<file path="src/rtl/cpu_pkg.sv">
// rtl/cpu_pkg.sv - shared CPU constants and fetch-stage types
package cpu_pkg;

   localparam logic [29:0] RESET_PC = 30'h00100000;
   localparam logic [29:0] MEM_LO   = 30'h00100000;
   localparam logic [29:0] MEM_HI   = 30'h00100100;

   localparam int unsigned SYS_EXIT = 10;

   typedef enum logic {
      RUN  = 1'b0,
      HALT = 1'b1
   } fetch_state_t;

endpackage

</file>
<file path="src/rtl/if_id_reg.sv">
// rtl/if_id_reg.sv - IF/ID pipeline register with load, hold and flush
// Flush only drops the valid bit so the payload stays observable for debug.
module if_id_reg
   import cpu_pkg::*;
(
   input  logic        i_clk,
   input  logic        i_rst,
   input  logic        i_load,
   input  logic        i_flush,
   input  logic [31:0] i_inst,
   input  logic [29:0] i_pc1,
   output logic [31:0] o_inst,
   output logic [29:0] o_pc1,
   output logic        o_valid
);

   logic [31:0] r_inst;
   logic [29:0] r_pc1;
   logic        r_valid;

   always_ff @(posedge i_clk) begin
      if (i_rst) begin
         r_inst  <= 32'd0;
         r_pc1   <= 30'd0;
         r_valid <= 1'b0;
      end else if (i_load) begin
         r_inst  <= i_inst;
         r_pc1   <= i_pc1;
         r_valid <= 1'b1;
      end else if (i_flush) begin
         r_valid <= 1'b0;
      end
   end

   assign o_inst  = r_inst;
   assign o_pc1   = r_pc1;
   assign o_valid = r_valid;

endmodule

</file>
<file path="src/rtl/fetch_stage.sv">
// rtl/fetch_stage.sv - instruction fetch: PC, RUN/HALT control, fetch counter
// Instruction memory is combinational, so inst_in belongs to the current PC.
module fetch_stage
   import cpu_pkg::*;
#(
   parameter logic [29:0] RESET_PC = cpu_pkg::RESET_PC,
   parameter logic [29:0] MEM_LO   = cpu_pkg::MEM_LO,
   parameter logic [29:0] MEM_HI   = cpu_pkg::MEM_HI
)(
   input  logic        i_clk,
   input  logic        i_rst,
   input  logic        i_stall,
   input  logic        i_redirect,
   input  logic [29:0] i_redirect_pc,
   input  logic        i_halt,
   input  logic [31:0] i_inst_in,
   output logic [29:0] o_pc_out,
   output logic [31:0] o_if_id_inst,
   output logic [29:0] o_if_id_pc1,
   output logic        o_if_id_valid,
   output logic        o_fault,
   output logic        o_running,
   output logic [31:0] o_fetch_count
);

   fetch_state_t r_state;
   fetch_state_t w_state_next;
   logic [29:0]  r_pc;
   logic [29:0]  w_pc_next;
   logic [29:0]  w_pc_inc;
   logic [31:0]  r_fetch_count;
   logic         r_fault;
   logic         w_load;
   logic         w_flush;
   logic         w_set_fault;
   logic         w_out_of_range;

   assign w_pc_inc       = r_pc + 30'd1;
   assign w_out_of_range = (r_pc < MEM_LO) || (r_pc > MEM_HI);

   always_ff @(posedge i_clk) begin
      if (i_rst) begin
         r_state <= RUN;
      end else begin
         r_state <= w_state_next;
      end
   end

   // Priority in RUN: halt, then range fault, then redirect, then stall.
   always_comb begin
      w_state_next = r_state;
      w_pc_next    = r_pc;
      w_load       = 1'b0;
      w_flush      = 1'b0;
      w_set_fault  = 1'b0;
      case (r_state)
         RUN: begin
            if (i_halt) begin
               w_state_next = HALT;
               w_flush      = 1'b1;
            end else if (!i_redirect && w_out_of_range) begin
               w_state_next = HALT;
               w_flush      = 1'b1;
               w_set_fault  = 1'b1;
            end else if (i_redirect) begin
               w_pc_next = i_redirect_pc;
               w_flush   = 1'b1;
            end else if (!i_stall) begin
               w_pc_next = w_pc_inc;
               w_load    = 1'b1;
            end
         end
         HALT: begin
            w_state_next = HALT;
         end
         default: begin
            w_state_next = HALT;
         end
      endcase
   end

   always_ff @(posedge i_clk) begin
      if (i_rst) begin
         r_pc          <= RESET_PC;
         r_fault       <= 1'b0;
         r_fetch_count <= 32'd0;
      end else begin
         r_pc <= w_pc_next;
         if (w_set_fault) begin
            r_fault <= 1'b1;
         end
         if (w_load && (r_fetch_count != 32'hFFFFFFFF)) begin
            r_fetch_count <= r_fetch_count + 32'd1;
         end
      end
   end

   if_id_reg u_if_id_reg (
      .i_clk   (i_clk),
      .i_rst   (i_rst),
      .i_load  (w_load),
      .i_flush (w_flush),
      .i_inst  (i_inst_in),
      .i_pc1   (w_pc_inc),
      .o_inst  (o_if_id_inst),
      .o_pc1   (o_if_id_pc1),
      .o_valid (o_if_id_valid)
   );

   assign o_pc_out      = r_pc;
   assign o_fault       = r_fault;
   assign o_running     = (r_state == RUN);
   assign o_fetch_count = r_fetch_count;

endmodule

</file>
<file path="config.mk">
export PLATFORM = sky130hd
export DESIGN_NAME = fetch_stage
export DESIGN_NICKNAME = d
export VERILOG_FILES = /design/src/rtl/cpu_pkg.sv /design/src/rtl/if_id_reg.sv /design/src/rtl/fetch_stage.sv
export SDC_FILE = /design/constraint.sdc
export NUM_CORES = 1
export LEC_CHECK = 0
export BUFFER_PORTS_ARGS = -buffer_cell sky130_fd_sc_hd__buf_2
export CAP_MARGIN = 15
export CORE_ASPECT_RATIO = 0.7
export CORE_MARGIN = 5
export CORE_UTILIZATION = 45
export CTS_CLUSTER_SIZE = 25
export DETAILED_ROUTE_END_ITERATION = 10
export PLACE_DENSITY = 0.76
export SKIP_CTS_REPAIR_TIMING = 1
export SYNTH_ARGS = -nofsm -noshare
export SYNTH_HDL_FRONTEND = slang
export SYNTH_SLANG_ARGS = --single-unit
</file>
<file path="constraint.sdc">
create_clock -name i_clk -period 2.4 [get_ports i_clk]
set_input_delay 0.24 -clock i_clk [delete_from_list [all_inputs] [get_ports i_clk]]
set_output_delay 0.24 -clock i_clk [all_outputs]
set_load 0.02 [all_outputs]
</file>
==> results.md <==
- Including well taps, the total number of placed cells is between 1000 and 1500.
- The number of antenna violations at the first check in global routing is 0.
- In the synthesized netlist, the cells that appear most often are dfxtp_1 (127), nand2_1 (116), a21oi_1 (62), nor2_1 (55), nand3_1 (38).
- Setup violations remaining at the end of the flow were counted as 106.
- The mean instance size in the synthesized netlist is 8.17 um2.
- dfxtp_1 is the most common cell in the netlist.
- The fill cell instance count of the final layout is between 900 and 1000.
- In this run the clock root is driven by a clkbuf_16.
- The floorplan has 33 rows.
- Counting every sink on the clock net gives 127.
- In this run the critical register-to-register path is captured at o_fetch_count[5]$_SDFFE_PP0P_.
- Total power for the finished layout comes to 0.00536 W.
- The post-route non-filler standard cell count is 1088.
- The final-report hold violation count is 0.
- The critical register-to-register path startpoint is o_pc_out[1]$_SDFFE_PP0P_.
- STA classifies the critical path endpoint as a flip-flop.
- The weighted congestion reported at the end of routability-driven placement is 0.894.
- In this run the worst setup path terminates at o_fetch_count[5]$_SDFFE_PP0P_.
- The count of yosys warnings during synthesis is 0.
- In this run the deepest clock path goes through 2 buffers.
- The H-tree generated during clock tree synthesis spans 4 levels.
- The die span in x is 141 um.
- The share of synthesized registers carrying an async set or reset is 0.
- The routed layout has ~6000 vias.
- The remaining routing DRC violations is 0.
- The remaining global-route overflow is 0.
- The class of the worst hold path is in -> reg.
- Setup repair after global routing could not meet its margin everywhere.
- The number of different library cells used by synthesis comes to 50.
- The final cycle utilization of the critical path is 1.10.
- Sorting the synthesized cells by area gives the leading types as dfxtp_1 (47%), nand2_1 (8.0%), a21oi_1 (5.7%).
- The area growth from synthesis to layout is 53.1%.
- STA classifies the critical path startpoint as a flip-flop.
- After clock tree synthesis, the clock-pin slew on the worst setup and hold paths is 0.05 ns.
- The library cell contributing the largest single delay on the critical path is or4b_1.
- The count of final max-slew check failures is 0.
- The first routing iteration left 386 violations.
- The CTS tree is built.
- The fraction of layout instances using a drive strength above 1 is 0.417.
- The post-route clock skew is 0.00909 ns.
- The first global-routing pass estimated 26.5 mm of wire.
- The worst-case IR drop observed on VDD is between 0.0005 and 0.0006 V.
- The synthesized netlist cell count is 664.
- Synthesis produced a netlist with a net count of 734.
- For the pin with the worst max-slew slack, the measured transition is between 0.7 and 0.8 ns.
- The number of enable-type register cells in the synthesized netlist is 0.
- The effective utilization at floorplan is 0.461.
- The most numerous cell type found on the critical path is buf_4.
- The category of the most critical setup path is reg -> reg.
- Buffers placed on the I/O ports in this run total 193.
- The largest single stage delay on the critical path is ~0.60 ns.
- The number of ports placed on the die boundary is 194.
- The core region is ~12000 um2.
- The sum of met3 wire segment lengths after detailed routing is approximately 1.5 mm.
- The post-placement worst setup slack is -0.206 ns.
- The tool flagged a number of max-cap violations equal to 0.
- Walking the worst path, the cells encountered are inv_2 -> ha_4 -> or4b_4 -> buf_4 -> o41ai_4 -> buf_4 -> nand4_1 -> or4b_1 -> xor2_1 -> nor2_1.
- The power per standard cell area is 645 nW/um2.
- After synthesis the cells add up to 5420 um2.
- The final design utilization is 0.706.
- The flow ran to the end, but the final reports show violations.
- The number of global-route vias before repair came to roughly 5200.
- The highest routed metal layer is met4.
- The largest fanout on the critical path is 3.
- The checks that failed: negative setup slack.
- Across every metal layer, demand over resource in global routing totals 0.227.
- The total wire length after detailed routing is about 19 mm.
- Once detailed placement completed, the half-perimeter wirelength came to between 10 and 15 mm.
- For the worst flop-to-flop path, the logic depth is 10.
- The routed length on met2 is ~8.5 mm.
- After detailed routing, the number of vias per cell comes to 5.47.
- In the final timing run, aggregate negative setup slack is -8.68 ns.
- Entering global routing, the biggest net connects between 40 and 50 pins.
- For the worst setup path, the data required time is 2.67 ns.
- The prevailing post-synth register cell is dfxtp_1.
- The tightest slew margin relative to the limit is 0.474.
- After detailed routing, the average wire length per cell comes to 17.3 um.
- The repair_antennas step left the layout with diodes totalling 0.
- Data on the critical path arrives at its endpoint at 2.91 ns.
- The clock latency on the worst-skew pair is 0.41 ns.
- The flip-flop and latch count after synthesis is 127.
- The clock period minus final worst setup slack is 2.65 ns.
- For this run, the register share of the synthesized area comes to 0.469.
- The number of iterations in the first detailed-routing pass is 5.
- The slack of the worst reg-to-reg path is -0.25 ns.
- Of the post-synthesis cell area, the dominant cell type holds 0.469.
- The CTS buffer count is 17.
- The standby leakage power is 3.53 nW.
- The height of the die is 102 um.
- The final setup slack of the worst path is -0.249 ns.
- Timing would allow up to 378 MHz.
- The total die area is roughly 14000 um2.
- The startpoint of the worst setup timing path is o_pc_out[1]$_SDFFE_PP0P_.
- Once detail routing completed, the nets flagged for antenna violations numbered 0.
- Of all cell types, the one taking the most synthesized area is dfxtp_1.
- In the final routing, the length of wire on met1 measures 8.72 mm.
- The count of nets after finishing is around 1000.
[worst min path at each step]
stage	start	endpoint	cells after the start
floorplan	i_inst_in[0]	u_if_id_reg.o_inst[0]$_SDFFE_PP0P_	2
global placement	u_if_id_reg.o_inst[20]$_SDFFE_PP0P_	u_if_id_reg.o_inst[20]$_SDFFE_PP0P_	2
detailed placement	u_if_id_reg.o_pc1[17]$_SDFFE_PP0P_	u_if_id_reg.o_pc1[17]$_SDFFE_PP0P_	1
finish	i_inst_in[10]	u_if_id_reg.o_inst[10]$_SDFFE_PP0P_	3
global route	i_inst_in[17]	u_if_id_reg.o_inst[17]$_SDFFE_PP0P_	3
CTS	i_inst_in[17]	u_if_id_reg.o_inst[17]$_SDFFE_PP0P_	3
[where the power goes]
part	internal (W)	switching [W]	total, W
Combinational	0.000361	0.000443	0.000804
Clock	0.00147	0.000880	0.00235
Sequential	0.00216	0.0000427	0.00220
[cell families after synthesis]
logic type	after synthesis	synth area share
AND/OR/NAND/NOR	332	0.305
flip-flops	127	0.469
AO/OA/AOI/OAI	121	0.130
buffers and inverters	48	0.0358
XOR/XNOR	32	0.0517
adder cells (fa/ha/maj)	3	0.00692
multiplexers	1	0.00185
[registers in the layout, summed over array words and instances (netlist names)]
register and cells:
o_fault 1, o_fetch_count 32, o_pc_out 30, r_state 1, u_if_id_reg.o_inst 32, u_if_id_reg.o_pc1 30
u_if_id_reg.o_valid 1
[layout make-up]
cell class / instances / area [um2] / share of cell area
Multi-Input combinational cell: 489 / 3090 / 0.372
Sequential cell: 127 / 2550 / 0.308
Timing Repair Buffer: 281 / 1900 / 0.229
Clock buffer: 24 / 513 / 0.0618
Tap cell: 157 / 196 / 0.0237
Clock inverter: 5 / 30.0 / 0.00362
Inverter: 5 / 21.3 / 0.00256
[through the flow]
step	hold slack, ns	area [um2]
4_1_cts	0.0541	7490
3_3_place_gp	0.436	6950
5_1_grt	0.0611	8300
2_1_floorplan	0.380	5470
6_report	0.0718	8300
3_5_place_dp	0.441	6950
[per-layer routing]
| layer | track usage | vias to the layer above |
|---|---|---|
| li1 | - | 2864 |
| met1 | 0.338 | 2812 |
| met2 | 0.334 | 257 |
| met3 | 0.0552 | 21 |
| met4 | 0.0529 | 0 |
| met5 | 0 | - |
[critical path, delay by kind of cell, from the launching register on]
kind	cells	cell delay, ns
xor+xnor	1	0.15
flops	1	0.32
compound gates	1	0.20
simple gates	4	1.29
buf+inv	3	0.42
fa+ha+maj	1	0.13
[cell usage in the layout (no fill, tap or decap), types with 4 or more instances in the layout]
cell type / n
buf_2: 192
dfxtp_1: 120
nand2_1: 108
buf_4: 63
nor2_1: 53
a21oi_1: 38
nand3_1: 28
xor2_1: 25
nand4_1: 25
clkbuf_16: 25
and2_1: 23
a21oi_2: 22
nor3_1: 13
o21ai_0: 11
o21ai_1: 10
a211oi_1: 9
nand3_2: 9
nor4_1: 8
buf_6: 8
buf_12: 8
nor4_4: 7
and3_1: 7
xnor2_1: 7
and4_1: 6
nand2_2: 6
dfxtp_2: 6
or2_2: 5
o31ai_1: 5
a31oi_1: 5
o211ai_1: 4
or3_1: 4
clkbuf_8: 4
Power figures use the tool's default switching activity.
